<file path="src/rtl/muldiv_unit.sv">
// Iterative RV32M multiply/divide unit: radix-2 shift-add multiply and restoring divide.
// Define MULDIV_EARLY_OUT_EN to let multiplies stop once the remaining multiplier bits are zero.
module muldiv_unit #(
    parameter int DATA_WIDTH = 32
) (
    input  logic                  clk,
    input  logic                  reset,
    input  logic                  start,
    input  logic [2:0]            op,
    input  logic [DATA_WIDTH-1:0] SrcA,
    input  logic [DATA_WIDTH-1:0] SrcB,
    output logic                  busy,
    output logic                  done,
    output logic [DATA_WIDTH-1:0] Result
);

    localparam int W  = DATA_WIDTH;
    localparam int CW = $clog2(W) + 1;

    typedef enum logic [1:0] {
        IDLE,
        CALC,
        FIX,
        DONE
    } stateType;

    stateType        state;
    logic [2:0]      opReg;
    logic [CW-1:0]   counter;
    logic [2*W-1:0]  prod;
    logic [2*W-1:0]  mcand;
    logic [W-1:0]    mplier;
    logic            negMain;
    logic            negRem;
    logic            divZero;
    logic            divOvf;
    logic [W-1:0]    staged;

    logic            aSigned;
    logic            bSigned;
    logic            aNeg;
    logic            bNeg;
    logic [W-1:0]    magA;
    logic [W-1:0]    magB;
    logic [W-1:0]    minVal;
    logic            zeroDivisor;
    logic            overflow;

    // Operand decode for the request presented in IDLE.
    always_comb begin
        minVal      = {1'b1, {(W-1){1'b0}}};
        aSigned     = (op == 3'b001) || (op == 3'b010) || (op == 3'b100) || (op == 3'b110);
        bSigned     = (op == 3'b001) || (op == 3'b100) || (op == 3'b110);
        aNeg        = aSigned && SrcA[W-1];
        bNeg        = bSigned && SrcB[W-1];
        magA        = aNeg ? -SrcA : SrcA;
        magB        = bNeg ? -SrcB : SrcB;
        zeroDivisor = op[2] && (SrcB == '0);
        overflow    = ((op == 3'b100) || (op == 3'b110)) && (SrcA == minVal) && (SrcB == '1);
    end

    logic [W:0]      remShift;
    logic [W:0]      diff;
    logic [2*W-1:0]  mulNext;
    logic [W-1:0]    mplierShift;
    logic            lastIter;

    // Divide keeps {remainder, quotient} in prod; the top W+1 bits after a left shift form the trial remainder.
    always_comb begin
        remShift    = prod[2*W-1:W-1];
        diff        = remShift - {1'b0, mplier};
        mulNext     = prod + (mplier[0] ? mcand : '0);
        mplierShift = mplier >> 1;
`ifdef MULDIV_EARLY_OUT_EN
        lastIter    = (counter == CW'(1)) || (!opReg[2] && (mplierShift == '0));
`else
        lastIter    = (counter == CW'(1));
`endif
    end

    logic [2*W-1:0]  mulRes;
    logic [W-1:0]    mulOut;
    logic [W-1:0]    quo;
    logic [W-1:0]    rem;
    logic [W-1:0]    divQ;
    logic [W-1:0]    divR;
    logic [W-1:0]    fixValue;

    // Sign correction and result selection; a zero divisor leaves the raw dividend in prod's low half.
    always_comb begin
        mulRes   = negMain ? -prod : prod;
        mulOut   = (opReg[1:0] == 2'b00) ? mulRes[W-1:0] : mulRes[2*W-1:W];
        quo      = prod[W-1:0];
        rem      = prod[2*W-1:W];
        divQ     = divZero ? '1 : (divOvf ? minVal : (negMain ? -quo : quo));
        divR     = divZero ? prod[W-1:0] : (divOvf ? '0 : (negRem ? -rem : rem));
        fixValue = opReg[2] ? (opReg[1] ? divR : divQ) : mulOut;
    end

    // Control FSM with datapath; busy, done and Result are all registered.
    always_ff @(posedge clk or posedge reset) begin
        if (reset) begin
            state   <= IDLE;
            opReg   <= '0;
            counter <= '0;
            prod    <= '0;
            mcand   <= '0;
            mplier  <= '0;
            negMain <= 1'b0;
            negRem  <= 1'b0;
            divZero <= 1'b0;
            divOvf  <= 1'b0;
            staged  <= '0;
            busy    <= 1'b0;
            done    <= 1'b0;
            Result  <= '0;
        end else begin
            done <= 1'b0;
            case (state)
                IDLE: begin
                    if (start) begin
                        opReg   <= op;
                        busy    <= 1'b1;
                        counter <= CW'(W);
                        negMain <= aNeg ^ bNeg;
                        negRem  <= aNeg;
                        divZero <= zeroDivisor;
                        divOvf  <= overflow;
                        mplier  <= magB;
                        if (op[2]) begin
                            prod  <= {{W{1'b0}}, (zeroDivisor ? SrcA : magA)};
                            mcand <= '0;
                            state <= (zeroDivisor || overflow) ? FIX : CALC;
                        end else begin
                            prod  <= '0;
                            mcand <= {{W{1'b0}}, magA};
                            state <= CALC;
                        end
                    end
                end
                CALC: begin
                    counter <= counter - CW'(1);
                    if (opReg[2]) begin
                        if (!diff[W]) begin
                            prod <= {diff[W-1:0], prod[W-2:0], 1'b1};
                        end else begin
                            prod <= {remShift[W-1:0], prod[W-2:0], 1'b0};
                        end
                    end else begin
                        prod   <= mulNext;
                        mcand  <= mcand << 1;
                        mplier <= mplierShift;
                    end
                    if (lastIter) begin
                        state <= FIX;
                    end
                end
                FIX: begin
                    staged <= fixValue;
                    state  <= DONE;
                end
                DONE: begin
                    Result <= staged;
                    done   <= 1'b1;
                    busy   <= 1'b0;
                    state  <= IDLE;
                end
                default: state <= IDLE;
            endcase
        end
    end

endmodule
</file>
<file path="config.mk">
export PLATFORM = sky130hd
export DESIGN_NAME = muldiv_unit
export DESIGN_NICKNAME = d
export VERILOG_FILES = /design/src/rtl/muldiv_unit.sv
export SDC_FILE = /design/constraint.sdc
export NUM_CORES = 1
export LEC_CHECK = 0
export CORE_UTILIZATION = 56
export DETAILED_ROUTE_END_ITERATION = 8
export PLACE_DENSITY = 0.83
export REMOVE_ABC_BUFFERS = 1
export SETUP_SLACK_MARGIN = 0.4
export SYNTH_ARGS = -nofsm -noshare
export SYNTH_HDL_FRONTEND = slang
export SYNTH_SLANG_ARGS = --single-unit
</file>
<file path="constraint.sdc">
create_clock -name clk -period 29.5 [get_ports clk]
set_input_delay 8.85 -clock clk [delete_from_list [all_inputs] [get_ports clk]]
set_output_delay 8.85 -clock clk [all_outputs]
set_load 0.005 [all_outputs]
</file>
Word level (Yosys, flattened, before mapping)
Cells that the tools add are included.

Add/sub/neg operators: 8. Multipliers: 0. Div/mod/pow operators: 0. Magnitude comparators: 0. Eq/ne operators: 13. Shift operators: 0. Muxes and demuxes: 36. Bitwise logic cells: 1. Reductions and logical operators: 22.

Operators by type and width (count): 32-bit two-way mux (16); 64-bit two-way mux (7); 64-bit one-hot mux with 2 select lines (2); 32-bit negation (4); 64-bit adder (1); 32-bit == test (second input constant) (2); 64-bit negation (1); 32-bit one-hot mux with 2 select lines (1); 33-bit by 32-bit subtractor with 33-bit output (1); 32-bit logical NOT (1); 6-bit one-hot mux with 2 select lines (1); 2-bit two-way mux (4); 2-bit one-hot mux with 4 select lines (1); 2-bit AND reduction (4); 1-bit logical OR (7); 3-bit == test (second input constant) (2); 6-bit by 1-bit == test with 1-bit output (second input constant) (1); 6-bit two-way mux (1); 2-bit != test (second input constant) (3); 6-bit by 1-bit subtractor with 6-bit output (second input constant) (1); 1-bit logical AND (5); 2-bit == test (second input constant) (2); 2-bit logical NOT (2); 2-bit nonzero test (2); other kinds (7) (8).

Flip-flop bits (word level): 241. Bits in latches: 0. Memory bits (writable): 0. Bits in read-only memories: 0. Input bits: 70. Output and inout port bits: 34. Word-level logic and storage cells: 94. Memories kept: 0.

Logic depth before layout (Yosys ltp)
Depth after elaboration: 10. Depth in mapped cells: 17. Mapped depth without buffers: 15.

Worst setup path before layout
No wires, ideal clock.

Path type: input to register. Start point: input port SrcA[1]. End point: register prod[26]. Library setup time: 0.126 ns. Arrival time: 11.336 ns. Required time: 29.374 ns. Setup slack: 18.038 ns. Cell stages on the path: 14. Buffers on the path: 1. Cells stage by stage: inv_1 > ha_1 > or3b_2 > nor4_1 > and2_0 > clkbuf_1 > nand2_1 > nor3_1 > nor2_1 > nor2_1 > nor2_1 > xor2_1 > a221oi_1 > nor2_1.

Cells in the longest elaborated chain, start to end: 6.

Ends and longest elaborated chain: from (decl) (RTL line 10) `input logic [DATA_WIDTH-1:0] SrcA,`; 32-bit negation (RTL line 56) `magA = aNeg ? -SrcA : SrcA;`; 32-bit two-way mux (RTL line 56); 32-bit two-way mux (RTL line 131) `prod <= {{W{1'b0}}, (zeroDivisor ? SrcA : magA)};`; 32-bit two-way mux (RTL line 130) `if (op[2]) begin`; 64-bit two-way mux (RTL line 121) `if (start) begin`; 64-bit one-hot mux with 2 select lines (RTL line 119) `case (state)`; to (signal assigned) (RTL line 131); to (signal assigned) (RTL line 145) `prod <= {diff[W-1:0], prod[W-2:0], 1'b1};`; to (signal assigned) (RTL line 147) `prod <= {remShift[W-1:0], prod[W-2:0], 1'b0};`; to (decl) (RTL line 30) `logic [2*W-1:0] prod;`.

No other way between the ends. The select of a mux whose other input is x is not followed. A chain may end at the register's enable or synchronous reset.

Final worst setup path
Start point: input port SrcB[2]. End point: register prod[1].

Cells in the longest elaborated chain, start to end: 6.

Ends and longest elaborated chain: from (decl) (RTL line 11) `input logic [DATA_WIDTH-1:0] SrcB,`; 32-bit logical NOT (RTL line 58) `zeroDivisor = op[2] && (SrcB == '0);`; 1-bit logical AND (RTL line 58); 32-bit two-way mux (RTL line 131); 32-bit two-way mux (RTL line 130); 64-bit two-way mux (RTL line 121); 64-bit one-hot mux with 2 select lines (RTL line 119).

No other way between the ends. The select of a mux whose other input is x is not followed.

==> results.toml <==
[layout]
diodes = 0
fin_cells = 3224
synthToLayoutAreaGrowth_pct = 10.6
design_area_um2 = 23500
multi_input_area_um2 = 14200
layout-drive-gt1-share_pct = 6.07
fin_nets = 2875
final.fill_count = 3320
seq_area_um2 = 6030

[run_status]
status = "finished, final reports clean"

[synth]
yosysUniqueCellTypes = 87
ys_top_cells_by_area = "dfrtp_1, ha_1, o21ai_0"
synth_area_leader_cell = "dfrtp_1"
ys.flop_type = "dfrtp_1"
synth_seq_cells = 241
ys_top_cells_by_count = "nand2_1, nor2_1, o21ai_0"
synth_edf_count = 0
synth_most_common_cell = "nand2_1"
async_flop_share_pct = 100
syn_area_um2 = 21200
synth_seq_area_share_pct = 28.4
syn_avg_cell_area_um2 = 7.81
synth_top_area_share_pct = 28.4
yosys_warnings = 0
syn_inst = 2714

[timing]
slew_headroom_pct = 23.0
finClkSkew_ns = 0.0267
setup_violations = 0
fmax_mhz = 79.8
fin_crit_ns = 12.53
min_period_over_period_pct = 42.5
tightest_slew_ns = 1.15
finalSetupTns_ns = 0
hold_violations = 0
slew_viol_final = 0
rsz0062_at_grt = "no"
whs_ns = 0.500

[critical_path]
path_max_fanout = 14
cp-startpoint = "SrcB[2]"
crit_family = "simple AND/OR/NAND/NOR gates"
rr_worst_depth = 14
crit_required_ns = 29.93
r2r-start = "mplier[0]"
slowest_stage = "nor4b_1"
cp.depth = 12
critPathArrivalTime_ns = 12.96
path_cells = "clkdlybuf4s50_1, nor3_1, nand3b_1, nor4b_1, and2_1, and3_1, and4b_1, nor2_1, nand2_1, o21ai_0, a221oi_1, a21oi_1"
reg2reg_slack_ns = 24.11
crit_end = "prod[1]"
critPathBufInv = 1
critPathKind = "primary input to flop"
rr_endpoint = "prod[49]"
slowest_delay_ns = 0.87
critPathCaptureType = "flop"
startpoint_type = "primary input"

[clocking]
clk_latency_ns = 0.58
cts_inserted_buffers = 29
clockBufferDepth = 3
htreeDepth = 1
cts_tree = "done"
clkTransAtPathRegs_ns = 0.07
cts_resized = 0
root_buffer = "clkbuf_16"
cts_setup_buffers = 0
holdBufCountCts = 0
clock-sinks = 241

[global_route]
antenna_found_initial = 2
grt_pass1_vias = 19978
overflow = 0
grt_usage_pct = 36.7
grt_pass1_wl_mm = 112
grt_max_degree = 102

[pwr]
internal-power_uw = 1510
switchingPower_uw = 1650
power_density_nw_per_um2 = 135
share_comb_of_total_power_pct = 66.6
ir_drop_mv = 0.0801
switching_share_pct = 52.2
power.leakage_uw = 0.00980
p_seq_share_pct = 21.4
p_clk_share_pct = 12.0

[place]
io_buffers = 103
post-place-cells = 3170
post_dp_cell_area_um2 = 22500
place_congestion = 1.02
hpwlAfterDp_mm = 52.5

[hold_path]
hp-class = "flop to flop"

[detailed_routing]
post_drt_wl_per_cell_um = 22.3
num_vias = 21168
route.detailed.drc = 0
dr.pass1.iters = 6
antenna_left = 0
wl_mm = 71.7
vias_per_cell = 6.57
initialDrtViolationCount = 2192

[floorplan]
dieWidth_um = 197
io_pins = 104
initial_utilization_pct = 57.4
die_y_um = 197
core-area_um2 = 37000
die_area_um2 = 38600
rows = 70

[run]
maxCapViolations = 0
-- routing by layer --
layer / wire length, um / share of wire, % / track usage [%] / vias up
met1: 30700 / 43 / 52.1 / 10135
met3: 7560 / 11 / 7.38 / 225
met5: 13 / 0.018 / 0 / -
met4: 2720 / 3.8 / 13.7 / 2
met2: 30700 / 43 / 55.2 / 1102
li1: - / - / - / 9704
-- cell families (layout without fill, tap and decap cells) --
| kind of cell | after synthesis | in the layout | share of synthesized area [%] |
|---|---|---|---|
| and+or+nand+nor | 914 | 914 | 19.8 |
| AOI/OAI and AO/OA | 838 | 838 | 25.6 |
| buffers and inverters | 274 | 280 | 4.99 |
| xor gates and xnor gates | 268 | 268 | 11.1 |
| DFF | 241 | 241 | 28.4 |
| adders and majority gates | 108 | 108 | 6.44 |
| muxes | 71 | 71 | 3.58 |
-- registers in the layout, indices dropped and copies added, names as in the netlist --
name     count
Result      32
busy         1
counter      6
divOvf       1
divZero      1
done         1
mcand       64
mplier      32
negMain      1
negRem       1
opReg        3
prod        64
staged      32
state        2
-- how the worst min path moves through the flow --
stage / cells past startpoint / end / slack [ns] / startpoint
2_1_floorplan: 2 / staged[25] / 0.44 / staged[25]
3_3_place_gp: 2 / staged[2] / 0.47 / staged[2]
3_5_place_dp: 1 / staged[10] / 0.48 / staged[10]
4_1_cts: 1 / staged[24] / 0.50 / staged[24]
5_1_grt: 1 / Result[29] / 0.52 / Result[29]
6_report: 1 / staged[10] / 0.50 / staged[10]
-- stage by stage --
stage	utilization (%)	setup slack [ns]	power (uW)
final	63.4	16.97	3160
after global routing	63.4	16.88	3380
after CTS	63.4	17.15	3110
after detailed placement	60.7	16.57	2710
after global placement	60.7	16.55	2670
after floorplan	-	14.03	2100
-- layout make-up --
type                       count  share of cell area, %
tap                          504                   2.69
clock inverter                14                  0.688
sequential                   241                   25.7
clock buffer                  40                   3.57
multi-input combinational   2199                   60.4
timing repair buffer         136                   5.45
inverter                      90                   1.47
-- power groups by stage --
stage                     Clock [uW]  Sequential (uW)  Combinational, uW
final                            378              676               2110
after global placement             0              660               2010
after global routing             393              687               2300
after detailed placement           0              668               2050
after floorplan                    0              612               1490
after CTS                        382              663               2060
-- cells in the final DEF (no fill, tap or decap), drive strengths merged, types with 37 or more instances in the layout --
master	count
inv	90
and2	74
nand3	46
clkbuf	40
a21o	42
dfrtp	241
nor3	48
a21oi	177
a221oi	58
o21ai	269
mux2	39
ha	106
clkdlybuf4s50	103
o31ai	37
xnor2	142
nor2	289
nand2	302
xor2	126
Note: power is estimated with default switching activity, not from simulation.
